<file path="src/rtl/cache_pkg.sv">
// Shared types and address helpers for the 2-way write-through data cache.
// Used by the miss/refill sequencer and by the cache array.
package cache_pkg;

  localparam int NUM_WAY = 2;

  typedef logic [$clog2(NUM_WAY)-1:0] way_t;

  typedef enum logic [2:0] {
    IDLE,
    RD_MISS,
    FILL,
    WR_MEM,
    DONE
  } ctrl_state_t;

  // Lines are one word, so the set index sits directly above the byte offset.
  function automatic logic [31:0] set_index(input logic [31:0] addr, input int set_w);
    return (addr >> 2) & ((32'd1 << set_w) - 32'd1);
  endfunction

  function automatic logic [31:0] tag_of(input logic [31:0] addr, input int set_w);
    return addr >> (2 + set_w);
  endfunction

  function automatic logic [31:0] word_align(input logic [31:0] addr);
    return {addr[31:2], 2'b00};
  endfunction

endpackage

</file>
<file path="src/rtl/cache_if.sv">
// Main-memory req/ready bus between the cache sequencer (master) and memory (slave).
interface cache_if;

  logic        mem_req;
  logic        mem_we;
  logic [31:0] mem_addr;
  logic [31:0] mem_wdata;
  logic        mem_ready;
  logic [31:0] mem_rdata;

  modport master (
    output mem_req, mem_we, mem_addr, mem_wdata,
    input  mem_ready, mem_rdata
  );

  modport slave (
    input  mem_req, mem_we, mem_addr, mem_wdata,
    output mem_ready, mem_rdata
  );

endinterface

</file>
<file path="src/rtl/cache_lru.sv">
// Per-set LRU bits for a 2-way cache plus the victim-way choice for the addressed set.
module cache_lru
  import cache_pkg::*;
#(
  parameter  int NUM_SET = 4,
  localparam int SET_W   = $clog2(NUM_SET)
) (
  input  logic             clk,
  input  logic             rst,
  input  logic [SET_W-1:0] lookup_set,
  input  logic             valid0,
  input  logic             valid1,
  output way_t             victim,
  input  logic             upd_en,
  input  logic [SET_W-1:0] upd_set,
  input  way_t             upd_way
);

  logic [NUM_SET-1:0] lru;

  // NOTE: lru is a small flop array rather than a RAM, so it can take the
  // async reset; after reset every set must prefer way 0.
  always_ff @(posedge clk or negedge rst) begin
    if (!rst) begin
      lru <= '0;
    end else if (upd_en) begin
      lru[upd_set] <= ~upd_way;
    end
  end

  // An empty way is always refilled before anything live gets evicted.
  always_comb begin
    if (!valid0)      victim = 1'b0;
    else if (!valid1) victim = 1'b1;
    else              victim = lru[lookup_set];
  end

endmodule

</file>
<file path="src/rtl/cache_ctrl.sv">
// Miss/refill and write-through sequencer for the 2-way data cache: stalls the
// pipeline on read misses and stores, talks to memory, and strobes the cache arrays.
module cache_ctrl
  import cache_pkg::*;
#(
  parameter  int NUM_SET = 4,
  localparam int SET_W   = $clog2(NUM_SET)
) (
  input  logic             clk,
  input  logic             rst,
  input  logic             MemReadM,
  input  logic             MemWriteM,
  input  logic [31:0]      ALUResultM,
  input  logic [31:0]      WriteDataM,
  input  logic             Hit0,
  input  logic             Hit1,
  input  logic             Valid0,
  input  logic             Valid1,
  output logic             StallM,
  output logic             FillEn,
  output logic             UpdateEn,
  output logic             CacheWay,
  output logic [SET_W-1:0] CacheSet,
  output logic [31:0]      CacheData,
  cache_if.master          mem
);

  ctrl_state_t      state, state_next;
  logic [31:0]      addr_q, wdata_q, rdata_q;
  logic             hit0_q, hit1_q;
  way_t             victim, victim_q;
  logic             stall;
  logic             lru_upd;
  logic [SET_W-1:0] lru_set;
  way_t             lru_way;
  logic [SET_W-1:0] set_in, set_q;
  logic             start_wr, start_rd, req_next;

  assign set_in   = SET_W'(set_index(ALUResultM, SET_W));
  assign set_q    = SET_W'(set_index(addr_q, SET_W));
  assign start_wr = (state == IDLE) && MemWriteM;
  assign start_rd = (state == IDLE) && !MemWriteM && MemReadM && !(Hit0 || Hit1);
  assign req_next = (state_next == RD_MISS) || (state_next == WR_MEM);

  cache_lru #(.NUM_SET(NUM_SET)) u_lru (
    .clk        (clk),
    .rst        (rst),
    .lookup_set (set_in),
    .valid0     (Valid0),
    .valid1     (Valid1),
    .victim     (victim),
    .upd_en     (lru_upd),
    .upd_set    (lru_set),
    .upd_way    (lru_way)
  );

  // NOTE: every output and next-state value gets a default before the case,
  // so no path through the block leaves a signal unassigned (no latches).
  always_comb begin
    state_next = state;
    stall      = 1'b0;
    FillEn     = 1'b0;
    UpdateEn   = 1'b0;
    CacheWay   = 1'b0;
    CacheSet   = '0;
    CacheData  = '0;
    lru_upd    = 1'b0;
    lru_set    = set_in;
    lru_way    = 1'b0;
    unique case (state)
      IDLE: begin
        if (MemWriteM) begin
          stall      = 1'b1;
          state_next = WR_MEM;
        end else if (MemReadM) begin
          if (!(Hit0 || Hit1)) begin
            stall      = 1'b1;
            state_next = RD_MISS;
          end else begin
            lru_upd = 1'b1;
            lru_way = Hit0 ? 1'b0 : 1'b1;
          end
        end
      end
      RD_MISS: begin
        stall = 1'b1;
        if (mem.mem_ready) state_next = FILL;
      end
      FILL: begin
        stall      = 1'b1;
        FillEn     = 1'b1;
        CacheWay   = victim_q;
        CacheSet   = set_q;
        CacheData  = rdata_q;
        lru_upd    = 1'b1;
        lru_set    = set_q;
        lru_way    = victim_q;
        state_next = IDLE;
      end
      WR_MEM: begin
        stall = 1'b1;
        if (mem.mem_ready) begin
          state_next = DONE;
          if (hit0_q || hit1_q) begin
            UpdateEn  = 1'b1;
            CacheWay  = !hit0_q;
            CacheSet  = set_q;
            CacheData = wdata_q;
            lru_upd   = 1'b1;
            lru_set   = set_q;
            lru_way   = !hit0_q;
          end
        end
      end
      // The store is still visible for one cycle; ignore it so it is not replayed.
      DONE:    state_next = IDLE;
      default: state_next = IDLE;
    endcase
  end

  // The IDLE stall term is combinational from the pipeline, so hold it low in reset.
  assign StallM = stall && rst;

  always_ff @(posedge clk or negedge rst) begin
    if (!rst) begin
      state         <= IDLE;
      addr_q        <= '0;
      wdata_q       <= '0;
      rdata_q       <= '0;
      hit0_q        <= 1'b0;
      hit1_q        <= 1'b0;
      victim_q      <= 1'b0;
      mem.mem_req   <= 1'b0;
      mem.mem_we    <= 1'b0;
      mem.mem_addr  <= '0;
      mem.mem_wdata <= '0;
    end else begin
      state <= state_next;
      if (start_wr || start_rd) addr_q <= ALUResultM;
      if (start_wr) begin
        wdata_q <= WriteDataM;
        hit0_q  <= Hit0;
        hit1_q  <= Hit1;
      end
      if (start_rd) victim_q <= victim;
      if (state == RD_MISS && mem.mem_ready) rdata_q <= mem.mem_rdata;
      // Bus fields load on the entry edge and hold until the ready edge.
      mem.mem_req   <= req_next;
      mem.mem_we    <= (state_next == WR_MEM);
      mem.mem_addr  <= req_next ? word_align((state == IDLE) ? ALUResultM : addr_q) : '0;
      mem.mem_wdata <= (state_next == WR_MEM) ? ((state == IDLE) ? WriteDataM : wdata_q) : '0;
    end
  end

endmodule

</file>
<file path="src/flat_wrapper.sv">
// flat-port wrapper written by rule: the top's interface ports become plain ports
module cache_ctrl_flat import cache_pkg::*;
#(
  parameter  int NUM_SET = 4,
  localparam int SET_W   = $clog2(NUM_SET)
)
  (clk, rst, MemReadM, MemWriteM, ALUResultM, WriteDataM, Hit0, Hit1, Valid0, Valid1, StallM, FillEn, UpdateEn, CacheWay, CacheSet, CacheData, mem_mem_req, mem_mem_we, mem_mem_addr, mem_mem_wdata, mem_mem_ready, mem_mem_rdata);
  cache_if mem_i ();
  input  logic clk;
  input  logic rst;
  input  logic MemReadM;
  input  logic MemWriteM;
  input  logic [31:0] ALUResultM;
  input  logic [31:0] WriteDataM;
  input  logic Hit0;
  input  logic Hit1;
  input  logic Valid0;
  input  logic Valid1;
  output logic StallM;
  output logic FillEn;
  output logic UpdateEn;
  output logic CacheWay;
  output logic [SET_W-1:0] CacheSet;
  output logic [31:0] CacheData;
  output wire logic [$bits(mem_i.mem_req)-1:0] mem_mem_req;
  output wire logic [$bits(mem_i.mem_we)-1:0] mem_mem_we;
  output wire logic [$bits(mem_i.mem_addr)-1:0] mem_mem_addr;
  output wire logic [$bits(mem_i.mem_wdata)-1:0] mem_mem_wdata;
  input wire logic [$bits(mem_i.mem_ready)-1:0] mem_mem_ready;
  input wire logic [$bits(mem_i.mem_rdata)-1:0] mem_mem_rdata;
  assign mem_mem_req = mem_i.mem_req;
  assign mem_mem_we = mem_i.mem_we;
  assign mem_mem_addr = mem_i.mem_addr;
  assign mem_mem_wdata = mem_i.mem_wdata;
  assign mem_i.mem_ready = mem_mem_ready;
  assign mem_i.mem_rdata = mem_mem_rdata;
  cache_ctrl #(.NUM_SET(NUM_SET)) u_core (.clk(clk), .rst(rst), .MemReadM(MemReadM), .MemWriteM(MemWriteM), .ALUResultM(ALUResultM), .WriteDataM(WriteDataM), .Hit0(Hit0), .Hit1(Hit1), .Valid0(Valid0), .Valid1(Valid1), .StallM(StallM), .FillEn(FillEn), .UpdateEn(UpdateEn), .CacheWay(CacheWay), .CacheSet(CacheSet), .CacheData(CacheData), .mem(mem_i));
endmodule
</file>
<file path="config.mk">
export PLATFORM = sky130hd
export DESIGN_NAME = cache_ctrl_flat
export DESIGN_NICKNAME = d
export VERILOG_FILES = /design/src/rtl/cache_pkg.sv /design/src/rtl/cache_if.sv /design/src/rtl/cache_lru.sv /design/src/rtl/cache_ctrl.sv /design/src/flat_wrapper.sv
export SDC_FILE = /design/constraint.sdc
export NUM_CORES = 1
export LEC_CHECK = 0
export CAP_MARGIN = 20
export CORE_ASPECT_RATIO = 1.5
export CORE_MARGIN = 2
export CORE_UTILIZATION = 45
export CTS_CLUSTER_DIAMETER = 30
export CTS_CLUSTER_SIZE = 8
export DETAILED_ROUTE_END_ITERATION = 8
export GPL_TIMING_DRIVEN = 0
export PLACE_DENSITY = 0.8
export SYNTH_ARGS = -nofsm -noshare
export SYNTH_HDL_FRONTEND = slang
export SYNTH_SLANG_ARGS = --single-unit
</file>
<file path="constraint.sdc">
create_clock -name clk -period 2.5 [get_ports clk]
set_input_delay 0.25 -clock clk [delete_from_list [all_inputs] [get_ports clk]]
set_output_delay 0.25 -clock clk [all_outputs]
set_load 0.1 [all_outputs]
</file>
# ---- Word-level counts from Yosys, hierarchy flattened
# Index checks and enable logic that the tools add are counted.
dict set report totals {
  wordCells 83
  register_bits 172
}
dict set report op_classes {
  muxes 46
  eq_ne 5
  order_cmp 3
  bitwise 1
  reduce_logical 16
}
# op count
set op_table {}
lappend op_table {{two-way mux 32 bit} 6}
lappend op_table {{case mux 32 bit (2 select lines)} 1}
lappend op_table {{two-way mux 1 bit} 20}
lappend op_table {{two-way mux 3 bit} 5}
lappend op_table {{equality test 3 x 2 -> 1 bit, second input constant} 3}
lappend op_table {{case mux 3 bit (3 select lines)} 1}
lappend op_table {{two-way mux 2 bit} 4}
lappend op_table {{case mux 2 bit (2 select lines)} 2}
lappend op_table {{logical AND 1 bit} 7}
lappend op_table {{equality test 3 x 1 -> 1 bit, second input constant} 2}
lappend op_table {{less-than comparator 2 x 3 -> 1 bit, second input constant} 2}
lappend op_table {{case mux 1 bit (3 select lines)} 2}
lappend op_table {{bitwise mux 4 bit} 1}
lappend op_table {{logical OR 1 bit} 4}
lappend op_table {{case mux 1 bit (2 select lines)} 2}
lappend op_table {{logical NOT 1 bit} 3}
lappend op_table {{logical NOT 3 bit} 1}
lappend op_table {{OR reduction 3 bit} 1}
lappend op_table {{binary-select mux 1 bit (select 2 bit)} 1}
lappend op_table {{demux 1 bit (select 2 bit)} 1}
lappend op_table {{greater-or-equal comparator 2 x 1 -> 1 bit, second input constant} 1}
lappend op_table {{NOT 1 bit} 1}

# ---- Depth between registers and ports, before layout
# Gate-level depths: netlist (run 1).
dict set report logic_depth {
  ltp_word 9
  depth_mapped 7
}

# ---- Modules after synthesis
# Synthesis (run 1) repeated with hierarchy kept, for this count alone.
dict set report unflattened {
  cells_unflattened 524
  hier_area_um2 7120.6
}
# mod n_inst area_per_inst_um2 cells_each
set by_module_without_submodules {}
lappend by_module_without_submodules {cache_ctrl 1 6890.4 503}
lappend by_module_without_submodules {cache_lru 1 230.2 21}

# ---- Worst setup path before layout (run 1)
# Ideal clock, no wire load.
dict set report synth_timing {
  kind {flip-flop to flip-flop}
  from {register u_core.state[2]}
  to {register u_core.u_lru.lru[3]}
  setup_slack_ns -1.401
  t_arrival_ns 3.774
  period_less_slack_ns 3.901
  stages_incl_launch_ff 6
  path_buffers 1
  cell_sequence {dfrtp_1 -> buf_2 -> nand2b_1 -> a211oi_1 -> a22oi_1 -> mux2_1}
}
dict set report synth_via {
  elab_chain_cells 7
}
# item line_no
set synth_rtl {}
lappend synth_rtl {{from (decl)} cache_ctrl.sv:28} ;# ctrl_state_t state, state_next;
lappend synth_rtl {{from (signal assigned)} cache_ctrl.sv:138} ;# state <= state_next;
lappend synth_rtl {{equality test 3 x 2 -> 1 bit} cache_ctrl.sv:70} ;# unique case (state)
lappend synth_rtl {{case mux 2 bit (2 select lines)} cache_ctrl.sv:70}
lappend synth_rtl {{less-than comparator 2 x 3 -> 1 bit (not written as such) or greater-or-equal comparator 2 x 1 -> 1 bit (tied branches)} cache_lru.sv:27} ;# lru[upd_set] <= ~upd_way;
lappend synth_rtl {{logical AND 1 bit (not written as such)} cache_lru.sv:27}
lappend synth_rtl {{two-way mux 1 bit (not written as such)} cache_lru.sv:27}
lappend synth_rtl {{demux 1 bit (select 2 bit)} cache_lru.sv:27}
lappend synth_rtl {{bitwise mux 4 bit} cache_lru.sv:27}
lappend synth_rtl {{to (signal, indexed assignment)} cache_lru.sv:27}
lappend synth_rtl {{to (decl)} cache_lru.sv:19} ;# logic [NUM_SET-1:0] lru;
# Several ways; a longest one is shown, not always the timed one.
# A chain may end at the register's enable or synchronous reset.

# ---- Final worst setup path (run 1)
dict set report layout_timing {
  from {register u_core.state[2]}
  to {output port CacheData[4]}
}
dict set report layout_via {
  elab_chain_cells 2
}
# item line_no
set layout_rtl {}
lappend layout_rtl {{equality test 3 x 2 -> 1 bit} cache_ctrl.sv:70}
lappend layout_rtl {{case mux 32 bit (2 select lines) (*)} cache_ctrl.sv:70}
lappend layout_rtl {{to (decl)} flat_wrapper.sv:24} ;# output logic [31:0] CacheData;
# Mark *: on every way between the ends. The rest lies on a longest branch, timed or not.

==> results of run 1 <==
==> through the flow <==
stage | utilization, % | setup slack (ps) | hold WS, ps | setup TNS [ps] | std cells
final | 66.0 | 119 | 386 | 0 | 1023
after global routing | 66.0 | -5.43 | 379 | -5.43 | 1023
after CTS | 65.5 | 1.74 | 377 | 0 | 1021
after detailed placement | 61.7 | -931 | 239 | -27960 | 988
after global placement | 61.5 | -5360 | 469 | -918470 | 987
after floorplan | - | 141 | -45.6 | 0 | 584
==> area by class of cell <==
| class | instances | area, sq um | area share, % |
|---|---|---|---|
| flip-flops and latches | 168 | 4200 | 42.3 |
| multi-input cells | 366 | 2540 | 25.6 |
| repair buffers | 209 | 2130 | 21.4 |
| clock buffers | 18 | 429 | 4.31 |
| well taps | 199 | 249 | 2.50 |
| plain buffers | 41 | 216 | 2.18 |
| clock inverters | 13 | 144 | 1.45 |
| inverters | 9 | 33.8 | 0.340 |
==> path summary, 6_finish.rpt <==
path / slack, ps / cells past startpoint / start / end
setup / recovery: 120 / 6 / u_core.state[2] / CacheData[4]
hold / removal: 390 / 3 / ALUResultM[15] / u_core.mem.mem_addr[15]
setup reg to reg: 260 / 6 / u_core.state[0] / u_core.wdata_q[20]
hold reg to reg: 490 / 1 / u_core.addr_q[5] / u_core.addr_q[5]
max in group asynchronous: 1630 / 3 / rst / u_core.mem.mem_wdata[13]
min in group asynchronous: 400 / 3 / rst / u_core.addr_q[14]
==> worst max-delay path, stage by stage, from the launching register on <==
cell and delay, ps:
dfrtp_1 360, buf_2 190, and4b_1 340, o21a_4 190, clkbuf_4 220, a22o_1 170
buf_6 230
==> flip-flops by register name, indices dropped and copies added, names as in the netlist <==
register / flops
u_core.addr_q: 30
u_core.state: 3
u_core.hit1_q: 1
u_core.mem.mem_addr: 30
u_core.hit0_q: 1
u_core.victim_q: 1
u_core.mem.mem_we: 1
u_core.mem.mem_req: 1
u_core.u_lru.lru: 4
u_core.rdata_q: 32
u_core.mem.mem_wdata: 32
u_core.wdata_q: 32
==> routing by layer <==
metal  track usage (%)  routed length, um
met5                 0                  0
met2              41.9              10100
met3              6.81               1160
met4              10.8                477
met1              25.2               7100
==> logic make-up (layout without fill, tap and decap cells) <==
logic type      after synthesis  count (layout)  share of synthesized area, %
other cells                   1               2                        0.0540
compound gates              113             113                          10.4
buf+inv                      50             290                          3.41
mux                          98              98                          16.1
flops                       168             168                          60.6
simple gates                153             153                          9.55
==> synthesized netlist by cell type (all sizes together) <==
cell type / n
clkbuf: 25
nor4: 1
a32o: 1
a31oi: 1
dfrtp: 168
o21ai: 6
or3: 1
a21o: 2
a21oi: 64
a22o: 32
and2: 2
nand2b: 5
conb: 1
o2bb2ai: 1
nor2: 5
buf: 16
and4b: 1
nor3b: 2
nand2: 130
mux2: 97
a211oi: 1
a32oi: 3
a22oi: 1
inv: 9
nor2b: 1
nand3: 1
mux4: 1
nand3b: 1
nor3: 3
o21a: 1
==> repair_timing <==
item | CTS | global route
setup endpoints to repair | 38 | 36
cloned | 0 | 0
hold endpoints to repair | 68 | 0
buffers inserted | 0 | 2
pin swaps | 0 | 1
resized for setup | 227 | 28
hold buffers | 2 | 0
==> results.txt, run 1 <==
initial antenna violation count: 0
Worst slew margin: 31.4%
Die ar.: 16,500 sq um
Final Cycle Share: 95.2%
Clock Sinks: 168
Synth area leaders: dfrtp_1 61%, mux2_1 10%, nand2_1 7.0%, mux2_2 5.7%, a21oi_1 4.6%
most frequent cells in the layout: 168 x dfrtp_1, 165 x clkdlybuf4s50_1, 130 x nand2_1
Mapped Area: 6940 sq um
CTS tree: yes
total number of vias: 5,363
share of layout cells above drive strength 1: 17.7%
post-synth cell types: 37
Routed WL per cell: 18.4 um
Synth-to-Final Area Change: 43.3%
routability congestion estimate from global placement: 0.810
largest net degree at the start of global routing: 102
Num CTS Buffers: 17
Ys Warns: 0
I/O Buffers: 204
Post-Syn Instances: 583
dpl cell area: 9290 sq um
Final Hold Viols: 0
Layout Nets: 917
Die Span Y: 156 um
worst skew pair latency: 430 ps
Synth top area share: 60.6%
total gr overflow: 0
HP Class: in2reg
Tightest Pin Transition: 1030 ps
vias per cell: 5.24
FILL cells: 1,098
Layout Skew: 8.73 ps
TritonRoute pass-1 iters: 5
Max H-tree Level: 4
Max Cap Viol: 0
minimum clock period after layout: 2380 ps
vias in the first global route: 5,867
CP Max Fanout: 10
GRT Util Overall: 23.4%
Final Cell Area: 9950 sq um
Cell Rows: 55
Starting Density: 46.1%
DRC: 0
ANT nets after route: 0
status: completed
Crit. End Element: output pin
first-pass GRT wire length: 29,700 um
final setup violation count: 0
Seq/Total Area, Yosys: 60.6%
clk buf depth: 2
Synth area leader: dfrtp_1
type of origin of the critical path: flip-flop
Iteration-0 DRC Markers: 234
die width: 105 um
Max Clk Rate: 0.420 GHz
n_diodes: 0
Slew Viols, Final: 0
CP Class: reg2out
CORE AREA: 15,100 sq um
commonest non-fill, non-tap cell in the layout: dfrtp_1
root buf cell: clkbuf_16
WL final: 18,900 um
Seq cells post-synth: 168
Clk pin slew, worst setup/hold paths: 70 ps
io pins: 209
worst endpoint required time: 2250 ps
Avg Inst Size Synth: 11.9 sq um
critical path data arrival time: 2130 ps
DP HPWL: 13,800 um
Power of run 1 is left out: the tool's default activity adds up to more than one toggle a clock period on the data nets, which glitch-free logic cannot reach.
==> run 2, diff against run 1 <==
--- a/config.mk
+++ b/config.mk
@@ -7,8 +7,8 @@
 export LEC_CHECK = 0
 export CAP_MARGIN = 20
 export CORE_ASPECT_RATIO = 1.5
-export CORE_MARGIN = 2
-export CORE_UTILIZATION = 45
+export CORE_MARGIN = 4
+export CORE_UTILIZATION = 43
 export CTS_CLUSTER_DIAMETER = 30
 export CTS_CLUSTER_SIZE = 8
 export DETAILED_ROUTE_END_ITERATION = 8
==> constraint.sdc (replaced) <==
create_clock -name clk -period 1.99 [get_ports clk]
set_input_delay 0.199 -clock clk [delete_from_list [all_inputs] [get_ports clk]]
set_output_delay 0.199 -clock clk [all_outputs]
set_load 0.1 [all_outputs]
==> run 2 against run 1 <==
The run now ends with negative hold slack, negative setup slack left. Final cell count up 1.9%. Sequential cell count unchanged. Design area up 6.7%. Critical path depth unchanged. Register-to-register slack worse by 230 ps. First-iteration DRC count up 4.7%. Global-route usage down 2.3 points. Worst hold slack worse by 630 ps. Core utilization up 1.3 points. Critical path type unchanged. Clock skew up 2.8 ps.
==> results.txt, run 2 (same netlist as run 1, synthesis figures left out) <==
worst skew pair latency: 420 ps
GRT Util Overall: 21.0%
top flop regs: u_core.mem.mem_wdata: 32 flops, u_core.rdata_q: 32 flops, u_core.wdata_q: 32 flops
CTS tree: yes
ANT nets after route: 0
Die ar.: 18,300 sq um
Num CTS Buffers: 17
Worst slew margin: 31.6%
Cell Rows: 56
status: complete, but fails checks
largest stage delay on the critical path: 370 ps
initial antenna violation count: 2
TritonRoute pass-1 iters: 4
commonest non-fill, non-tap cell in the layout: dfrtp_1
DP HPWL: 13,700 um
root buf cell: clkbuf_16
Critical path buffers and inverters: 3
Routed WL per cell: 18.7 um
total number of vias: 5,367
Clock Sinks: 168
worst endpoint required time: 1790 ps
Die Span Y: 164 um
failing checks: negative hold slack, negative setup slack
most frequent cells in the layout: 168 x dfrtp_1, 130 x nand2_1, 101 x clkdlybuf4s50_1
Crit. End Element: output pin
DRC: 0
worst hold margin: -240 ps
CORE AREA: 15,800 sq um
Final Cell Area: 10,600 sq um
placed cell count: 992
dpl ws: -1390 ps
io pins: 209
clk buf depth: 2
routability congestion estimate from global placement: 0.827
total gr overflow: 0
share of layout cells above drive strength 1: 22.8%
dpl cell area: 9420 sq um
vias per cell: 5.15
R2R cell count: 8
Slew Viols, Final: 0
WL final: 19,500 um
RSZ-0062 raised after global routing: yes
Layout Skew: 11.5 ps
Max Clk Rate: 0.473 GHz
type of origin of the critical path: flip-flop
crit path cell chain: buf_6 -> and4b_1 -> o21a_4 -> buf_8 -> a22o_2 -> buf_12
area of the multi-input gates: 2720 sq um
CP Class: reg2out
Largest delay share family, worst path: buffers and inverters
Clk pin slew, worst setup/hold paths: 70 ps
Layout Nets: 929
largest net degree at the start of global routing: 91
I/O Buffers: 204
first-pass GRT wire length: 30,300 um
vias in the first global route: 5,818
Post-Layout Cell Count: 1,042
minimum clock period after layout: 2110 ps
final setup violation count: 32
Synth-to-Final Area Change: 52.9%
critical path data arrival time: 1910 ps
Tightest Pin Transition: 1030 ps
FILL cells: 1,158
Max Cap Viol: 0
CP Max Fanout: 10
die width: 112 um
CP max stage cell: dfrtp_1
HP Class: in2async
Crit path depth: 6
final core utilization: 67.3%
Starting Density: 44.0%
flip-flop and latch area: 4200 sq um
Max H-tree Level: 4
Final Hold Viols: 78
Iteration-0 DRC Markers: 245
Final Cycle Share: 106%
PnR worst setup slack: -123 ps
## run 2: worst paths after layout
kind / start / end / slack, ps
max: u_core.state[2] / CacheData[16] / -120
min: rst / u_core.mem.mem_addr[13] / -240
max reg2reg: u_core.state[1] / u_core.mem.mem_wdata[12] / 30
min reg2reg: u_core.u_lru.lru[2] / u_core.u_lru.lru[2] / 490
max in group asynchronous: rst / u_core.mem.mem_wdata[27] / 1370
min in group clk: ALUResultM[13] / u_core.mem.mem_addr[13] / 350
## run 2: routing by layer
layer	up-vias	global-route usage, %	part of all wire (%)
li1	2490	-	-
met1	2678	23.2	38
met2	170	38.2	53
met3	29	6.75	6.4
met4	0	6.75	2.3
met5	-	0	0
## run 2: final cells by class
| type | instances | area share, % |
|---|---|---|
| repair buffers | 221 | 23.4 |
| well taps | 203 | 2.39 |
| plain buffers | 41 | 2.64 |
| multi-input cells | 366 | 25.7 |
| clock buffers | 19 | 4.27 |
| diodes | 2 | 0.0471 |
| flip-flops and latches | 168 | 39.6 |
| inverters | 9 | 0.318 |
| clock inverters | 13 | 1.71 |
## run 2: repair_timing
item / CTS / global route
setup buffers: 9 / 8
pin swaps: 3 / 2
setup endpoints to repair: 159 / 69
endpoints found under the hold margin: 78 / 78
gates resized for setup: 403 / 41
## run 2: through the flow
stage	hold WS [ps]	setup TNS [ps]
after global routing	-199	-6310
after global placement	473	-1104010
after CTS	-225	-4460
final	-240	-3260
after detailed placement	222	-60220
after floorplan	-96.6	-272
Power of run 2 is left out for the same reason.
==> run 3, diff against run 2 <==
--- a/config.mk
+++ b/config.mk
@@ -13,6 +13,7 @@
 export CTS_CLUSTER_SIZE = 8
 export DETAILED_ROUTE_END_ITERATION = 8
 export GPL_TIMING_DRIVEN = 0
+export HOLD_SLACK_MARGIN = 0.05
 export PLACE_DENSITY = 0.8
 export SYNTH_ARGS = -nofsm -noshare
 export SYNTH_HDL_FRONTEND = slang
==> results of run 3 <==
Final layout, timing and power as in run 2 (identical DEF).
Power of run 3 is left out for the same reason.
